[config.mk]
export PLATFORM = sky130hd
export DESIGN_NAME = fpga2_receiver
export DESIGN_NICKNAME = d
export VERILOG_FILES = /design/src/rtl/fpga_link_pkg.sv /design/src/rtl/link_rx_buffer.sv /design/src/rtl/fpga2_receiver.sv
export SDC_FILE = /design/constraint.sdc
export NUM_CORES = 1
export LEC_CHECK = 0
export CAP_MARGIN = 20
export CORE_MARGIN = 2
export CORE_UTILIZATION = 40
export DETAILED_ROUTE_END_ITERATION = 6
export PLACE_DENSITY = 0.59
export SYNTH_ARGS = -nofsm -noshare
export SYNTH_HDL_FRONTEND = slang
export SYNTH_SLANG_ARGS = --single-unit
export TNS_END_PERCENT = 10
[constraint.sdc]
create_clock -name clk -period 2.81 [get_ports clk]
set_input_delay 0.7025 -clock clk [delete_from_list [all_inputs] [get_ports clk]]
set_output_delay 0.7025 -clock clk [all_outputs]
set_load 0.05 [all_outputs]
[src/rtl/fpga_link_pkg.sv]
// -----------------------------------------------------------------------------
// fpga_link_pkg
// Shared definitions for the inter-FPGA word link (sender and receiver sides).
//   WORD_W              : width of one transferred word
//   DEF_RECEIVE_COUNT   : default number of words per transfer
//   DEF_CAPTURE_DELAY   : default cycles from rdy rising to the first valid word
//   DEF_ACK_TIMEOUT     : default cycles ack may wait for req to fall
//   link_state_e        : receiver FSM state encodings
//   addr_w()            : address width needed to index a buffer of given depth
// -----------------------------------------------------------------------------
package fpga_link_pkg;

    localparam int WORD_W            = 32;
    localparam int DEF_RECEIVE_COUNT = 10;
    localparam int DEF_CAPTURE_DELAY = 2;
    localparam int DEF_ACK_TIMEOUT   = 15;

    typedef enum logic [2:0] {
        ST_IDLE    = 3'd0,
        ST_ARM     = 3'd1,
        ST_CAPTURE = 3'd2,
        ST_ACK     = 3'd3,
        ST_DRAIN   = 3'd4
    } link_state_e;

    // A single-entry buffer still needs a one-bit address port.
    function automatic int addr_w(input int depth);
        return (depth > 1) ? $clog2(depth) : 1;
    endfunction

endpackage

[src/rtl/link_rx_buffer.sv]
// -----------------------------------------------------------------------------
// link_rx_buffer
// DEPTH x DATA_W word store for one received transfer.
//   clk      : clock
//   wr_en    : write wr_data at wr_addr this edge
//   wr_addr  : write address
//   wr_data  : write word
//   rd_en    : load the read register from rd_addr this edge
//   rd_addr  : read address
//   rd_data  : registered read word; holds its value while rd_en is low
// Storage and the read register carry no reset: their contents are only
// observed after the receiver has written and addressed them.
// -----------------------------------------------------------------------------
module link_rx_buffer
    import fpga_link_pkg::*;
#(
    parameter int DEPTH  = DEF_RECEIVE_COUNT,
    parameter int DATA_W = WORD_W,
    parameter int ADDR_W = addr_w(DEPTH)
) (
    input  logic              clk,
    input  logic              wr_en,
    input  logic [ADDR_W-1:0] wr_addr,
    input  logic [DATA_W-1:0] wr_data,
    input  logic              rd_en,
    input  logic [ADDR_W-1:0] rd_addr,
    output logic [DATA_W-1:0] rd_data
);

    logic [DATA_W-1:0] mem [DEPTH];
    logic [DATA_W-1:0] rd_data_p1;

    always_ff @(posedge clk) begin
        if (wr_en) begin
            mem[wr_addr] <= wr_data;
        end
        // ---- read stage: address in, word out one cycle later ----
        if (rd_en) begin
            rd_data_p1 <= mem[rd_addr];
        end
    end

    assign rd_data = rd_data_p1;

endmodule

[src/rtl/fpga2_receiver.sv]
// -----------------------------------------------------------------------------
// fpga2_receiver
// Receives a fixed-length burst of words from a sender FPGA, acknowledges it,
// then streams the words to a downstream consumer with valid/ready flow control.
//   clk       in   clock, all logic on the rising edge
//   rst       in   synchronous active-high reset
//   req_in    in   request from the sender
//   data_in   in   word bus from the sender
//   rdy_out   out  ready to the sender (registered)
//   ack_out   out  transfer acknowledge to the sender (registered)
//   data_out  out  word to downstream, zero whenever valid_out is low
//   valid_out out  data_out valid
//   ready_in  in   downstream accepts on valid_out && ready_in
//   done      out  one-cycle pulse after the last word is accepted
// Parameters: RECEIVE_COUNT (1..1023 words), CAPTURE_DELAY (>= 1 cycles),
// ACK_TIMEOUT (>= 1 cycles).
// -----------------------------------------------------------------------------
module fpga2_receiver
    import fpga_link_pkg::*;
#(
    parameter int RECEIVE_COUNT = DEF_RECEIVE_COUNT,
    parameter int CAPTURE_DELAY = DEF_CAPTURE_DELAY,
    parameter int ACK_TIMEOUT   = DEF_ACK_TIMEOUT
) (
    input  logic              clk,
    input  logic              rst,
    input  logic              req_in,
    input  logic [WORD_W-1:0] data_in,
    output logic              rdy_out,
    output logic              ack_out,
    output logic [WORD_W-1:0] data_out,
    output logic              valid_out,
    input  logic              ready_in,
    output logic              done
);

    localparam int IDX_W  = $clog2(RECEIVE_COUNT + 1);
    localparam int BUF_AW = addr_w(RECEIVE_COUNT);
    localparam int DLY_W  = $clog2(CAPTURE_DELAY + 1);
    localparam int ACK_W  = $clog2(ACK_TIMEOUT + 1);

    localparam logic [IDX_W-1:0] IDX_LAST = IDX_W'(RECEIVE_COUNT - 1);
    localparam logic [DLY_W-1:0] DLY_LAST = DLY_W'(CAPTURE_DELAY - 1);
    localparam logic [ACK_W-1:0] ACK_LAST = ACK_W'(ACK_TIMEOUT - 1);

    link_state_e       state_q, state_d;
    logic [DLY_W-1:0]  dly_cnt_q, dly_cnt_d;
    logic [ACK_W-1:0]  ack_cnt_q, ack_cnt_d;
    logic [IDX_W-1:0]  wr_idx_q, wr_idx_d;
    logic [IDX_W-1:0]  rd_idx_q, rd_idx_d;
    logic [IDX_W-1:0]  rd_nxt;
    logic              rdy_q, rdy_d;
    logic              ack_q, ack_d;
    logic              vld_q, vld_d;
    logic              done_q, done_d;

    logic              wr_en;
    logic              rd_en;
    logic [BUF_AW-1:0] rd_addr;
    logic [WORD_W-1:0] rd_data;

    link_rx_buffer #(
        .DEPTH  (RECEIVE_COUNT),
        .DATA_W (WORD_W),
        .ADDR_W (BUF_AW)
    ) u_buf (
        .clk     (clk),
        .wr_en   (wr_en),
        .wr_addr (wr_idx_q[BUF_AW-1:0]),
        .wr_data (data_in),
        .rd_en   (rd_en),
        .rd_addr (rd_addr),
        .rd_data (rd_data)
    );

    // Next-state and registered-output decode. Outputs are computed for the
    // state being entered so that rdy/ack/valid/done come straight from flops.
    always_comb begin
        state_d   = state_q;
        dly_cnt_d = dly_cnt_q;
        ack_cnt_d = ack_cnt_q;
        wr_idx_d  = wr_idx_q;
        rd_idx_d  = rd_idx_q;
        rd_nxt    = rd_idx_q + 1'b1;
        rdy_d     = 1'b0;
        ack_d     = 1'b0;
        vld_d     = 1'b0;
        done_d    = 1'b0;
        wr_en     = 1'b0;
        rd_en     = 1'b0;
        rd_addr   = rd_idx_q[BUF_AW-1:0];

        case (state_q)
            ST_IDLE: begin
                dly_cnt_d = '0;
                ack_cnt_d = '0;
                wr_idx_d  = '0;
                rd_idx_d  = '0;
                if (req_in) begin
                    state_d = ST_ARM;
                    rdy_d   = 1'b1;
                end
            end

            ST_ARM: begin
                if (!req_in) begin
                    state_d = ST_IDLE;
                end else begin
                    rdy_d = 1'b1;
                    if (dly_cnt_q == DLY_LAST) begin
                        state_d   = ST_CAPTURE;
                        dly_cnt_d = '0;
                        wr_idx_d  = '0;
                    end else begin
                        dly_cnt_d = dly_cnt_q + 1'b1;
                    end
                end
            end

            ST_CAPTURE: begin
                // A falling request always aborts; a partial burst is never acked.
                if (!req_in) begin
                    state_d = ST_IDLE;
                end else begin
                    rdy_d    = 1'b1;
                    wr_en    = 1'b1;
                    wr_idx_d = wr_idx_q + 1'b1;
                    if (wr_idx_q == IDX_LAST) begin
                        state_d   = ST_ACK;
                        ack_d     = 1'b1;
                        ack_cnt_d = '0;
                    end
                end
            end

            ST_ACK: begin
                if (!req_in) begin
                    // Prefetch word 0 so it is on data_out in the first drain cycle.
                    state_d  = ST_DRAIN;
                    vld_d    = 1'b1;
                    rd_idx_d = '0;
                    rd_en    = 1'b1;
                    rd_addr  = '0;
                end else if (ack_cnt_q == ACK_LAST) begin
                    // Sender never saw the ack: drop rdy/ack for a cycle and
                    // discard the burst so it is resent from scratch.
                    state_d = ST_IDLE;
                end else begin
                    ack_d     = 1'b1;
                    rdy_d     = 1'b1;
                    ack_cnt_d = ack_cnt_q + 1'b1;
                end
            end

            ST_DRAIN: begin
                // req_in is ignored here; rdy stays low until back in IDLE.
                vld_d = 1'b1;
                if (vld_q && ready_in) begin
                    if (rd_idx_q == IDX_LAST) begin
                        state_d = ST_IDLE;
                        vld_d   = 1'b0;
                        done_d  = 1'b1;
                    end else begin
                        rd_idx_d = rd_nxt;
                        rd_en    = 1'b1;
                        rd_addr  = rd_nxt[BUF_AW-1:0];
                    end
                end
            end

            default: begin
                state_d   = ST_IDLE;
                dly_cnt_d = '0;
                ack_cnt_d = '0;
                wr_idx_d  = '0;
                rd_idx_d  = '0;
            end
        endcase
    end

    always_ff @(posedge clk) begin
        if (rst) begin
            state_q   <= ST_IDLE;
            dly_cnt_q <= '0;
            ack_cnt_q <= '0;
            wr_idx_q  <= '0;
            rd_idx_q  <= '0;
            rdy_q     <= 1'b0;
            ack_q     <= 1'b0;
            vld_q     <= 1'b0;
            done_q    <= 1'b0;
        end else begin
            state_q   <= state_d;
            dly_cnt_q <= dly_cnt_d;
            ack_cnt_q <= ack_cnt_d;
            wr_idx_q  <= wr_idx_d;
            rd_idx_q  <= rd_idx_d;
            rdy_q     <= rdy_d;
            ack_q     <= ack_d;
            vld_q     <= vld_d;
            done_q    <= done_d;
        end
    end

    assign rdy_out   = rdy_q;
    assign ack_out   = ack_q;
    assign valid_out = vld_q;
    assign done      = done_q;
    // The read register has no reset; gating keeps data_out at zero when idle.
    assign data_out  = vld_q ? rd_data : '0;

endmodule

==> impl_metrics.csv, run 1 <==
group,metric,value,unit
global_routing,antenna_found_initial,1,
logic_synthesis,syn-num-nets,1112,
cells_and_area,num_antenna_cells,0,
global_routing,grt_max_degree,34,
logic_synthesis,ys_seq_elements,373,
drt,wirelength,39900,um
clock_network,clock_latency,0.54,ns
global_routing,grtUsageMet1,25.6,%
floorplanning,start_util,40.6,%
logic_synthesis,synth_fa_ha_area_share,0.620,%
logic_synthesis,synth_edf_count,352,
clock_network,cts_tree,"yes",
logic_synthesis,synth.largest_area_cell,"edfxtp_1",
place,dp_hpwl,24700,um
flow_run,maxCapViolations,0,
logic_synthesis,avgSynthCellArea,15.1,sq um
drt,avgViaCountPerCell,5.73,
setup_path,slowest_delay,0.53,ns
min_path,worst_hold_path_type,"reg2reg",
timing,rsz0062_at_grt,"false",
setup_path,rr_startpoint,"state_q[0]$_SDFFE_PP0P_",
timing,post-route-period-util,95.6,%
clock_network,cts.clk_slew.worst_paths,0.06,ns
drt,wl_per_cell,22.4,um
logic_synthesis,yosysMostFrequentCell,"edfxtp_1",
logic_synthesis,yosys.cell_types.count,61,
drt,dr_total_vias,10200,
logic_synthesis,synth_mux_area_share,7.31,%
setup_path,startpoint_type,"input port",
clock_network,root_buffer,"clkbuf_16",
setup_path,worstPathRequired,3.08,ns
cells_and_area,synthToLayoutAreaGrowth,23.4,%
power_and_ir_drop,ir_worst_vdd,0.388,mV
logic_synthesis,synth_top_area_share,65.5,%
global_routing,grtUsageMet2,32.0,%
logic_synthesis,synth_compound_area_share,14.9,%
clock_network,post_cts.repair.setup_buffers,0,
clock_network,htreeDepth,2,
global_routing,grt_first_pass_wirelength,61400,um
drt,firstDrtPassIters,5,
timing,max-slew-margin-rel,58.3,%
timing,max_freq,372,MHz
drt,initialDrtViolationCount,754,
setup_path,path_cells,"clkdlybuf4s50_1 > and4bb_2 > a31oi_2 > a21oi_4 > buf_12 > a221o_1 > a221oi_1 > buf_4 > a221oi_2",
setup_path,end_kind,"flip-flop",
global_routing,grt-busiest-layer,"met2",
global_routing,grt.total_usage,19.1,%
logic_synthesis,yosys_warnings,0,
setup_path,critPathKind,"in2reg",
cells_and_area,fillers,3412,
place,dp_cells,1706,
global_routing,globalRouteMet3Util,2.62,%
run_status,status,"finished, final reports clean",
clock_network,cts_made_buffers,41,
min_path,min_from,"ack_cnt_q[3]$_SDFFE_PP0P_",
cells_and_area,instances_no_fill,1781,
logic_synthesis,synth_xor_area_share,0.163,%
power_and_ir_drop,power_per_cell_area,600,mW/mm^2
floorplanning,die_y,205,um
drt,route.detailed.drc,0,
logic_synthesis,syn_inst,1068,
floorplanning,io_pins,72,
global_routing,first_global_vias,10400,
timing,slew_viol_final,0,
logic_synthesis,synth_ff_type,"edfxtp_1",
logic_synthesis,synth_seq_area_share,68.1,%
clock_network,clk_path_buf_depth,3,
logic_synthesis,async_flop_share,0,%
setup_path,crit_slowest_cell,"clkdlybuf4s50_1",
floorplanning,die-area,0.0420,sq mm
power_and_ir_drop,power.leakage,0.00741,uW
timing,finalCriticalPeriod,2.69,ns
clock_network,cts.sinks,373,
timing,fin_skew,0.0115,ns
floorplanning,rows,73,
setup_path,startpoint,"req_in",
cells_and_area,finalNetCount,1268,
global_routing,grt_overflow_total,0,
timing,final_hold_viol_count,0,
timing,tns,0,ns
logic_synthesis,synth_top_family_by_area,"compound AO/OA/AOI/OAI gates",
floorplanning,die_w,205,um
timing,holdWs,0.491,ns
logic_synthesis,synth_area_leaders,"edfxtp_1 65%, mux2i_1 5.7%, a221oi_1 3.1%",
timing,finalSetupViolCount,0,
cells_and_area,drive_above_1_share,22.8,%
place,port_buffers,71,
setup_path,cp.arrival,2.96,ns
setup_path,cp_max_fo,13,
timing,worstMarginPinSlew,0.623,ns
logic_synthesis,synth_common_cells,"352 x edfxtp_1, 92 x mux2i_1, 59 x clkbuf_1",
logic_synthesis,synth_area,0.0161,sq mm
place,globalplace.congestion,0.781,
floorplanning,core,0.0398,sq mm
drt,antenna_left,0,
logic_synthesis,yosys.area_share.simple,5.88,%
==> through the flow <==
step	util, %	cell area, sq um	setup WS, ns	power, uW
after floorplan	-	16200	0.0336	6530
after global placement	46.6	18600	-0.501	6760
after detailed placement	46.6	18600	-0.578	6770
after CTS	50.0	19900	0.0984	12100
after global routing	50.0	19900	0.0115	12300
final	50.0	19900	0.125	12000
==> cells by family (layout without fill, tap and decap cells) <==
logic type      Yosys count  count (layout)
mux                     115             115
fa+ha+maj                 8               8
simple gates            173             173
xor+xnor                  3               3
flops                   373             373
buf+inv                 111             299
compound gates          285             285
==> metal layers <==
layer	wire length (um)	vias up	part of all wire, %
li1	-	4668	-
met1	17500	5200	44
met2	19600	268	49
met3	1800	73	4.5
met4	1030	2	2.6
met5	15	-	0.038
==> registers in the layout (all words and copies together) (netlist names) <==
| name | count |
|---|---|
| rd_idx_q | 4 |
| u_buf.rd_data | 32 |
| rdy_out | 1 |
| ack_cnt_q | 4 |
| u_buf.mem | 320 |
| valid_out | 1 |
| state_q | 3 |
| wr_idx_q | 4 |
| dly_cnt_q | 2 |
| done | 1 |
| ack_out | 1 |
==> critical path, delay by kind of cell <==
| kind | cells | cell delay, ns |
|---|---|---|
| AOI/OAI and AO/OA | 5 | 1.06 |
| buffers and inverters | 3 | 0.89 |
| and+or+nand+nor | 1 | 0.30 |
==> placed cells by master (no fill, tap or decap), types with 24 or more instances in the layout <==
master / instances
a221o_1: 44
a221oi_1: 56
a221oi_2: 24
a22oi_1: 44
and2_1: 34
buf_12: 40
buf_4: 118
clkbuf_16: 43
clkdlybuf4s50_1: 38
edfxtp_1: 352
inv_1: 27
mux2i_1: 92
nand2_1: 38
==> report_power, final <==
part	internal [uW]	switching [uW]
Combinational	212	299
Clock	3170	2120
Sequential	6120	26.5
Total	9500	2450
==> what timing repair did <==
action,CTS,global route
hold endpoints to repair,0,0
endpoints found under the setup margin,2,5
gates resized for setup,2,3
hold buffers,0,0
==> worst paths after layout <==
check | endpoint | slack, ns | depth (start not counted)
worst min register to register | ack_cnt_q[3]$_SDFFE_PP0P_ | 0.49 | 2
worst min-delay path | ack_cnt_q[3]$_SDFFE_PP0P_ | 0.49 | 2
worst max-delay path | u_buf.rd_data[10]$_DFFE_PP_ | 0.12 | 9
worst max register to register | u_buf.rd_data[24]$_DFFE_PP_ | 0.19 | 9
==> final cells by class <==
cell class	instances	area [sq um]	share of cell area (%)
flip-flops and latches	373	11000	55.2
well taps	525	657	3.30
multi-input cells	584	4770	23.9
clock inverters	21	211	1.06
clock buffers	54	1120	5.61
inverters	27	101	0.509
repair buffers	197	2080	10.4
(Power assumes the default switching activity.)
==> run 2: changes to the inputs <==
- PLACE_DENSITY: 0.59 -> 0.57
- clock period: 2.81 -> 3.4 ns (I/O delays scaled with it)
==> run 2 against run 1 <==
The flow now finishes with violations (DRC); global-route usage rose by 0.12 points; count of clock-buffer cells in the layout fell by 9; critical path type is now reg2reg; critical endpoint is now u_buf.rd_data[15]$_DFFE_PP_; design area fell by 3.3%; die area did not move; critical path depth rose by 1.
==> impl_metrics.csv, run 2 (synthesis gave the netlist of run 1 again) <==
group,metric,value,unit
setup_path,critPathKind,"reg2reg",
drt,initialDrtViolationCount,858,
place,dp_hpwl,22700,um
power_and_ir_drop,p_seq_share,51.9,%
clock_network,cts_resized,0,
cells_and_area,drive_above_1_share,19.4,%
power_and_ir_drop,p_total,9800,uW
timing,max_freq,344,MHz
timing,final_hold_viol_count,0,
floorplanning,start_util,40.6,%
global_routing,antenna_found_initial,1,
global_routing,grt_overflow_total,0,
drt,route.detailed.drc,1,
setup_path,worstPathRequired,3.67,ns
drt,avgViaCountPerCell,5.80,
drt,firstDrtPassIters,7,
floorplanning,rows,73,
cells_and_area,synthToLayoutAreaGrowth,19.2,%
setup_path,rr_worst_depth,10,
power_and_ir_drop,p_switching,2040,uW
drt,dr_total_vias,9996,
setup_path,startpoint_type,"flip-flop",
floorplanning,die_y,205,um
power_and_ir_drop,power_frac_comb,4.0,%
cells_and_area,multi_input_area,0.00475,sq mm
floorplanning,die_w,205,um
clock_network,htreeDepth,2,
cells_and_area,num_antenna_cells,0,
power_and_ir_drop,power.leakage,0.00708,uW
cells_and_area,fillers,3412,
run_status,status,"finished, violations left",
clock_network,ctsHoldBuffers,0,
drt,wl_per_cell,23.3,um
timing,worstMarginPinSlew,0.746,ns
clock_network,post_cts.repair.setup_buffers,0,
global_routing,first_global_vias,9834,
cells_and_area,largest_reg_flops,320,
timing,max-slew-margin-rel,50.1,%
setup_path,cp.arrival,3.18,ns
cells_and_area,regArea,0.0110,sq mm
timing,post-route-period-util,85.6,%
timing,rsz0062_at_grt,"false",
global_routing,grt.total_usage,19.2,%
clock_network,cts.clk_slew.worst_paths,0.06,ns
cells_and_area,instances_no_fill,1723,
power_and_ir_drop,power_per_cell_area,509,mW/mm^2
place,place_area,0.0180,sq mm
setup_path,cp_max_fo,11,
clock_network,cts_tree,"yes",
drt,wirelength,40200,um
global_routing,grt_max_degree,51,
cells_and_area,finalNetCount,1213,
power_and_ir_drop,swShare,20.8,%
clock_network,root_buffer,"clkbuf_16",
place,dp_cells,1652,
timing,tns,0,ns
cells_and_area,final_cell_mix,"352 x edfxtp_1, 92 x mux2i_1, 82 x buf_4",
global_routing,grt_first_pass_wirelength,60900,um
timing,slew_viol_final,0,
power_and_ir_drop,ir_worst_vdd,0.347,mV
run_status,violations,"DRC",
timing,finalCriticalPeriod,2.91,ns
clock_network,cts_made_buffers,40,
floorplanning,die-area,0.0420,sq mm
clock_network,clk_path_buf_depth,3,
cells_and_area,final_common_cell,"edfxtp_1",
timing,finalSetupViolCount,0,
floorplanning,io_pins,72,
drt,antenna_left,0,
place,port_buffers,71,
flow_run,maxCapViolations,0,
clock_network,cts.sinks,373,
place,globalplace.congestion,0.792,
cells_and_area,regMostFlops,"u_buf.mem",
setup_path,end_kind,"flip-flop",
clock_network,clock_latency,0.55,ns
power_and_ir_drop,intPower,7770,uW
floorplanning,core,0.0398,sq mm
min_path,whs_path_depth,2,
cells_and_area,final_cell_area,0.0193,sq mm
power_and_ir_drop,pwr-share-clk,44.1,%
timing,holdWs,0.494,ns
timing,fin_skew,0.0248,ns
min_path,worst_hold_path_type,"reg2reg",
-- run 2: area by class of cell --
type / instances / share of cell area, %
timing repair buffer: 143 / 7.56
sequential: 373 / 57.1
clock inverter: 26 / 1.49
tap: 525 / 3.41
inverter: 27 / 0.526
clock buffer: 45 / 5.30
multi-input combinational: 584 / 24.6
-- run 2: power by group through the flow --
stage                     clock, uW  sequential, uW  combinational, uW
after global routing           4610            5090                434
after floorplan                   0            5170                220
after detailed placement          0            5180                392
after CTS                      4420            5080                394
final                          4320            5090                394
after global placement            0            5180                386
-- run 2: metal layers --
layer | track usage [%] | part of all wire [%]
met1 | 27.0 | 45
met2 | 31.3 | 48
met4 | 4.57 | 1.4
met5 | 0 | 0.035
met3 | 3.10 | 5.4
-- run 2: worst paths after layout --
path,from,to,slack (ns)
worst max-delay path,rd_idx_q[1]$_SDFFE_PP0N_,u_buf.rd_data[15]$_DFFE_PP_,0.49
worst min-delay path,ack_cnt_q[3]$_SDFFE_PP0P_,ack_cnt_q[3]$_SDFFE_PP0P_,0.49
worst max register to register,rd_idx_q[1]$_SDFFE_PP0N_,u_buf.rd_data[15]$_DFFE_PP_,0.49
worst min register to register,ack_cnt_q[3]$_SDFFE_PP0P_,ack_cnt_q[3]$_SDFFE_PP0P_,0.49
-- run 2: through the flow --
stage               setup WS, ns  util, %
floorplan                  0.424        -
global placement       -0.000386     45.1
detailed placement       -0.0374     45.1
CTS                        0.514     48.4
global route               0.367     48.4
finish                     0.491     48.4
-- run 2: worst max-delay path, stage by stage (launching register included) --
cell	delay, ns
dfxtp_1	0.52
inv_1	0.08
ha_1	0.22
and3b_1	0.28
o21ai_0	0.34
a21oi_4	0.14
buf_4	0.23
buf_12	0.15
a221o_1	0.28
a221oi_1	0.33
a221oi_2	0.06
==> run 3: changes to the inputs <==
- CAP_MARGIN: 20 -> unset
==> results of run 3 <==
No change in the layout: final DEF, timing and power equal those of run 2.
